File: src/rtl/fifo_rd_ctrl.sv
`default_nettype none
// +--------------------------------------------------------------------------+
// | Module   : fifo_rd_ctrl                                                  |
// | Purpose  : Read-domain controller of an asynchronous FIFO. Brings the    |
// |            gray write pointer into rclk through a 2-flop synchronizer,   |
// |            keeps the binary and gray read pointers, generates the        |
// |            registered empty flag and the memory read address, and        |
// |            registers the word read out of the dual-port memory.          |
// | Revision : 1.0 - initial release                                         |
// +--------------------------------------------------------------------------+
// | Ports                                                                    |
// |   rclk        in   read clock, all flops rising-edge                     |
// |   r_rst_n     in   asynchronous active-low reset                         |
// |   wptr        in   gray write pointer from the write clock domain        |
// |   r_en        in   read request from the consumer                        |
// |   mem_rdata   in   asynchronous-read memory data at raddr                |
// |   raddr       out  binary memory read address                           |
// |   rptr        out  registered gray read pointer (to write-side sync)     |
// |   wptr_sync   out  write pointer after the 2-flop synchronizer           |
// |   empty       out  registered empty flag                                |
// |   data_out    out  registered read data                                 |
// |   data_valid  out  1-cycle pulse, data_out holds a newly read word       |
// |   underflow   out  1-cycle pulse, read requested while empty             |
// |   rd_level    out  fill level seen from the read side (RD_LEVEL_EN only) |
// +--------------------------------------------------------------------------+
// | Configuration                                                            |
// |   RD_LEVEL_EN : when defined, adds rd_level = gray2bin(wptr_sync) - rbin |
// +--------------------------------------------------------------------------+
module fifo_rd_ctrl #(
  parameter int DATA_WIDTH = 8,
  parameter int PTR_WIDTH  = 9
) (
  input  logic                  rclk,
  input  logic                  r_rst_n,
  input  logic [PTR_WIDTH:0]    wptr,
  input  logic                  r_en,
  input  logic [DATA_WIDTH-1:0] mem_rdata,
  output logic [PTR_WIDTH-1:0]  raddr,
  output logic [PTR_WIDTH:0]    rptr,
  output logic [PTR_WIDTH:0]    wptr_sync,
  output logic                  empty,
  output logic [DATA_WIDTH-1:0] data_out,
  output logic                  data_valid,
  output logic                  underflow
`ifdef RD_LEVEL_EN
  ,
  output logic [PTR_WIDTH:0]    rd_level
`endif
);

  localparam logic [PTR_WIDTH:0] PTR_ONE = {{PTR_WIDTH{1'b0}}, 1'b1};

  // Synchronizer stages
  logic [PTR_WIDTH:0]    wq1_q;
  logic [PTR_WIDTH:0]    wptr_sync_q;

  // Read pointers, flags and data register
  logic [PTR_WIDTH:0]    rbin_q, rbin_d;
  logic [PTR_WIDTH:0]    rptr_q, rptr_d;
  logic                  empty_q, empty_d;
  logic [DATA_WIDTH-1:0] data_out_q, data_out_d;
  logic                  data_valid_q, data_valid_d;
  logic                  underflow_q, underflow_d;
  logic                  accept;

  function automatic logic [PTR_WIDTH:0] bin2gray(input logic [PTR_WIDTH:0] bin);
    return bin ^ (bin >> 1);
  endfunction

  // ------------------------------------------------------------------------
  // Two-flop synchronizer for the gray write pointer. Only one bit of wptr
  // changes per write, so a metastable capture resolves to either the old
  // or the new pointer value, never a mix.
  // ------------------------------------------------------------------------
  always_ff @(posedge rclk or negedge r_rst_n) begin
    if (!r_rst_n) begin
      wq1_q       <= '0;
      wptr_sync_q <= '0;
    end else begin
      wq1_q       <= wptr;
      wptr_sync_q <= wq1_q;
    end
  end

  // ------------------------------------------------------------------------
  // Next-state logic for pointers, flags and read data
  // ------------------------------------------------------------------------
  always_comb begin
    accept       = r_en & ~empty_q;
    underflow_d  = r_en & empty_q;
    data_valid_d = accept;
    data_out_d   = data_out_q;
    rbin_d       = rbin_q;

    if (accept) begin
      rbin_d     = rbin_q + PTR_ONE;
      // The memory is read asynchronously at the current raddr, so the word
      // captured here is the one belonging to the pre-increment pointer.
      data_out_d = mem_rdata;
    end

    rptr_d = bin2gray(rbin_d);

    // Comparing against the post-read pointer lets empty assert in the same
    // cycle the last word is taken, so a following r_en cannot over-read.
    // The synchronized write pointer lags the true one, which only ever
    // makes the flag pessimistic.
    empty_d = (rptr_d == wptr_sync_q);
  end

  always_ff @(posedge rclk or negedge r_rst_n) begin
    if (!r_rst_n) begin
      rbin_q       <= '0;
      rptr_q       <= '0;
      empty_q      <= 1'b1;
      data_out_q   <= '0;
      data_valid_q <= 1'b0;
      underflow_q  <= 1'b0;
    end else begin
      rbin_q       <= rbin_d;
      rptr_q       <= rptr_d;
      empty_q      <= empty_d;
      data_out_q   <= data_out_d;
      data_valid_q <= data_valid_d;
      underflow_q  <= underflow_d;
    end
  end

  // ------------------------------------------------------------------------
  // Outputs
  // ------------------------------------------------------------------------
  assign raddr      = rbin_q[PTR_WIDTH-1:0];
  assign rptr       = rptr_q;
  assign wptr_sync  = wptr_sync_q;
  assign empty      = empty_q;
  assign data_out   = data_out_q;
  assign data_valid = data_valid_q;
  assign underflow  = underflow_q;

`ifdef RD_LEVEL_EN
  function automatic logic [PTR_WIDTH:0] gray2bin(input logic [PTR_WIDTH:0] gray);
    logic [PTR_WIDTH:0] bin;
    bin[PTR_WIDTH] = gray[PTR_WIDTH];
    for (int i = PTR_WIDTH - 1; i >= 0; i--) begin
      bin[i] = bin[i+1] ^ gray[i];
    end
    return bin;
  endfunction

  // Modulo subtraction of the extra-MSB pointers yields 0..DEPTH directly.
  assign rd_level = gray2bin(wptr_sync_q) - rbin_q;
`endif

endmodule
`default_nettype wire
File: config.mk
export PLATFORM = sky130hd
export DESIGN_NAME = fifo_rd_ctrl
export DESIGN_NICKNAME = d
export VERILOG_FILES = /design/src/rtl/fifo_rd_ctrl.sv
export SDC_FILE = /design/constraint.sdc
export NUM_CORES = 1
export LEC_CHECK = 0
export ABC_AREA = 1
export BUFFER_PORTS_ARGS = -buffer_cell sky130_fd_sc_hd__buf_2
export CAP_MARGIN = 20
export CORE_ASPECT_RATIO = 1.75
export CORE_MARGIN = 5
export CORE_UTILIZATION = 45
export DETAILED_ROUTE_END_ITERATION = 12
export HOLD_SLACK_MARGIN = 0.1
export PLACE_DENSITY_LB_ADDON = 0.15
export SLEW_MARGIN = 40
export SYNTH_ARGS = -nofsm -noshare
export SYNTH_HDL_FRONTEND = slang
export SYNTH_SLANG_ARGS = --single-unit
File: constraint.sdc
create_clock -name rclk -period 1.7 [get_ports rclk]
set_input_delay 0.085 -clock rclk [delete_from_list [all_inputs] [get_ports rclk]]
set_output_delay 0.085 -clock rclk [all_outputs]
set_load 0.1 [all_outputs]
==> impl_metrics.py <==
metrics = {
    "yosys": {
        "synthXorXnorAreaFrac_pct": 1.237,
        "synth_area_leaders": "dfrtp_1 (58%), nand2_1 (18%), nand3_1 (5.7%)",
        "synth_top_flop_cell": "dfrtp_1",
        "synth_top_area_share_pct": 57.71,
        "ys_ff_latch": 50,
        "yosysSeqAreaShare_pct": 58.95,
        "synth_edf_count": 0,
        "synthMuxAreaShare_pct": 0,
        "syn_nets": 263,
        "syn_avg_cell_area_um2": 8.816,
        "ys_warn_count": 0,
        "synthTopCellsByCount": "nand2_1 (100), dfrtp_1 (49), inv_1 (24), nand3_1 (24), nor2_1 (12)",
        "yosysTopAreaCell": "dfrtp_1",
        "netlist_instances": 241,
        "yosysMostFrequentCell": "nand2_1",
        "synth_top_family_by_area": "simple AND/OR/NAND/NOR gates",
        "synth_cell_types": 20,
        "synth-simple-area-share_pct": 32.51,
        "synth_fa_ha_area_share_pct": 0.5889,
        "synth-compound-area-share_pct": 0.7067,
        "syn-cell-area_um2": 2125,
        "async_flop_share_pct": 100.0,
    },
    "timing": {
        "slew_violations": 0,
        "fin_skew_ps": 5.544,
        "finalWorstSetupSlack_ps": -76.95,
        "tns_ps": -76.95,
        "fmax_mhz": 562.8,
        "worst_pin_slew_ps": 499.3,
        "rsz0062_at_grt": "true",
        "setup_viol": 1,
        "slew-limit-headroom_pct": 66.94,
        "hold_viol_final": 0,
        "period_share_pct": 104.5,
        "final.min_clock_period_ps": 1777,
    },
    "clock_tree": {
        "clock_path_buffers": 2,
        "cts_buffers": 5,
        "cts.sink_count": 50,
        "root_buffer": "clkbuf_8",
        "clk_latency_ps": 300,
        "cts_tree": "done",
        "path_clk_slew_ps": 90,
        "h-tree-depth": 2,
    },
    "placed_design": {
        "hpwl_um": 3693,
        "gp_congestion": 0.8394,
        "io_buffers": 60,
    },
    "global_route": {
        "antenna_found_initial": 0,
        "grt_max_degree": 23,
        "grt_pass1_wl_um": 8763,
        "gr-total-overflow": 0,
        "grt.total_usage_pct": 18.67,
        "grt_pass1_vias": 2027,
    },
    "routing": {
        "dr.pass1.iters": 4,
        "via_per_inst": 4.737,
        "drtIter0Drc": 68,
        "drt-total-wl_um": 5389,
        "num_vias": 1942,
        "drc_errors": 0,
        "wl_per_cell_um": 13.14,
        "postRouteAntennaNets": 0,
    },
    "pwr": {
        "swShare_pct": 51.21,
        "p_int_mw": 2.442,
        "combPwrFrac_pct": 55.0,
        "seqPwrFrac_pct": 30.6,
        "power_switching_mw": 2.563,
        "p_leak_nw": 1.709,
        "p_per_area_nw_per_um2": 1504,
        "irDropWorstVdd_mv": 1.228,
        "clkPwrFrac_pct": 14.4,
    },
    "cells_and_area": {
        "syn_to_final_growth_pct": 56.65,
        "diodes": 0,
        "drive_gt1_share_pct": 51.68,
        "nets": 379,
        "fillCellCount": 343,
        "final_util_pct": 71.97,
    },
    "die": {
        "rows": 33,
        "dieArea_um2": 6249,
        "fp.dieH_um": 100.9,
        "initial_core_util_pct": 45.94,
        "ios": 61,
        "coreArea_um2": 4624,
        "die_x_um": 61.94,
    },
    "run": {
        "cap_violations": 0,
    },
    "setup_path": {
        "crit_start": "rbin_q[1]$_DFF_PN0_",
        "critPathLaunchType": "flip-flop",
        "rr_endpoint": "empty$_DFF_PN1_",
        "crit_fanout": 3,
        "path_class": "flip-flop to flip-flop",
        "crit_end": "empty$_DFF_PN1_",
        "cp.arrival_ps": 2010,
        "r2r-start": "rbin_q[1]$_DFF_PN0_",
        "regToRegSetupSlack_ps": -80,
        "worstPathRequired_ps": 1940,
        "crit_path_end_kind": "flip-flop",
        "reg2reg_depth": 11,
    },
    "status": {
        "violations": "setup timing",
        "status": "complete, but fails checks",
    },
    "worst_hold_path": {
        "hp-class": "input port to async pin",
    },
}
==> area by class of cell <==
cell class	count	area, µm²	share of cell area, %
Inverter	27	108.9	3.271
Timing Repair Buffer	110	769.5	23.12
Multi-Input combinational cell	163	1013	30.45
Tap cell	52	65.06	1.955
Sequential cell	50	1275	38.31
Clock buffer	5	68.82	2.068
Clock inverter	3	27.53	0.8271
==> what timing repair did <==
| action | 4_1_cts | 5_1_grt |
|---|---|---|
| pin swaps | 21 | 29 |
| buffers inserted | 4 | 7 |
| gates cloned | 1 | 0 |
| resized for setup | 27 | 48 |
| hold buffers | 20 | 0 |
| endpoints found under the hold margin | 68 | 0 |
| setup endpoints to repair | 1 | 1 |
==> layout by cell type (no fill, tap or decap), types with 7 or more instances in the layout <==
master,netlist,routed
nand2_1,100,69
buf_2,0,60
dfrtp_1,49,40
nand2_2,9,35
buf_4,0,23
inv_1,24,20
dlygate4sd3_1,0,20
nand3_1,24,15
nand3_2,0,8
nor2_1,12,7
nand2_4,2,7
==> power by group through the flow <==
stage	sequential, mW	combinational [mW]	clock, mW
floorplan	2.72	0.548	0
global placement	1.54	2.32	0
detailed placement	1.54	2.33	0
CTS	1.52	2.52	0.748
global route	1.55	2.91	0.786
finish	1.53	2.75	0.719
==> sequential cells by signal (all words and copies together) (netlist names) <==
signal,cells
wq1_q,10
wptr_sync,10
empty,1
data_valid,1
rptr,9
underflow,1
rbin_q,10
data_out,8
==> per-stage QoR <==
stage / cell area [µm²] / hold slack, ps / power (mW) / setup slack, ps / instances
floorplan: 2162 / -210.6 / 3.271 / -143.9 / 241
global placement: 2664 / -21.42 / 3.861 / -176.1 / 371
detailed placement: 2664 / -19.47 / 3.871 / -190.6 / 371
CTS: 3079 / 192.8 / 4.784 / -72.85 / 403
global route: 3328 / 195.4 / 5.242 / -178.1 / 410
finish: 3328 / 182.0 / 5.005 / -76.95 / 410
==> critical path, stage by stage (launching register included) <==
cell and delay (ps):
dfrtp_4 510, ha_4 270, inv_2 40, o21ai_4 200
nand3_2 100, nand2_2 90, nor2_1 50, nor2_2 100
nand2_1 60, nor2_1 100, nand2_1 70, nor2_2 110
==> worst min-delay path by stage <==
stage | slack [ps] | cells after the start | endpoint | start
4_1_cts | 190 | 2 | rptr[0]$_DFF_PN0_ | r_rst_n
6_report | 180 | 2 | data_out[4]$_DFFE_PN0P_ | r_rst_n
3_3_place_gp | -20 | 1 | rptr[0]$_DFF_PN0_ | r_rst_n
5_1_grt | 200 | 2 | data_out[4]$_DFFE_PN0P_ | r_rst_n
2_1_floorplan | -210 | 0 | data_out[0]$_DFFE_PN0P_ | r_rst_n
3_5_place_dp | -20 | 1 | rptr[0]$_DFF_PN0_ | r_rst_n
==> kinds of logic after synthesis <==
logic type,count (synthesis)
and+or+nand+nor,155
AOI/OAI and AO/OA,3
buffers and inverters,29
adders and majority gates,1
DFF,50
xor gates and xnor gates,3
==> per-layer routing <==
layer	global-route usage [%]	share of wire [%]
met5	0	0
met4	7.516	3.0
met3	4.103	5.1
met2	33.63	58
met1	19.85	34
Power figures use the tool's default switching activity.
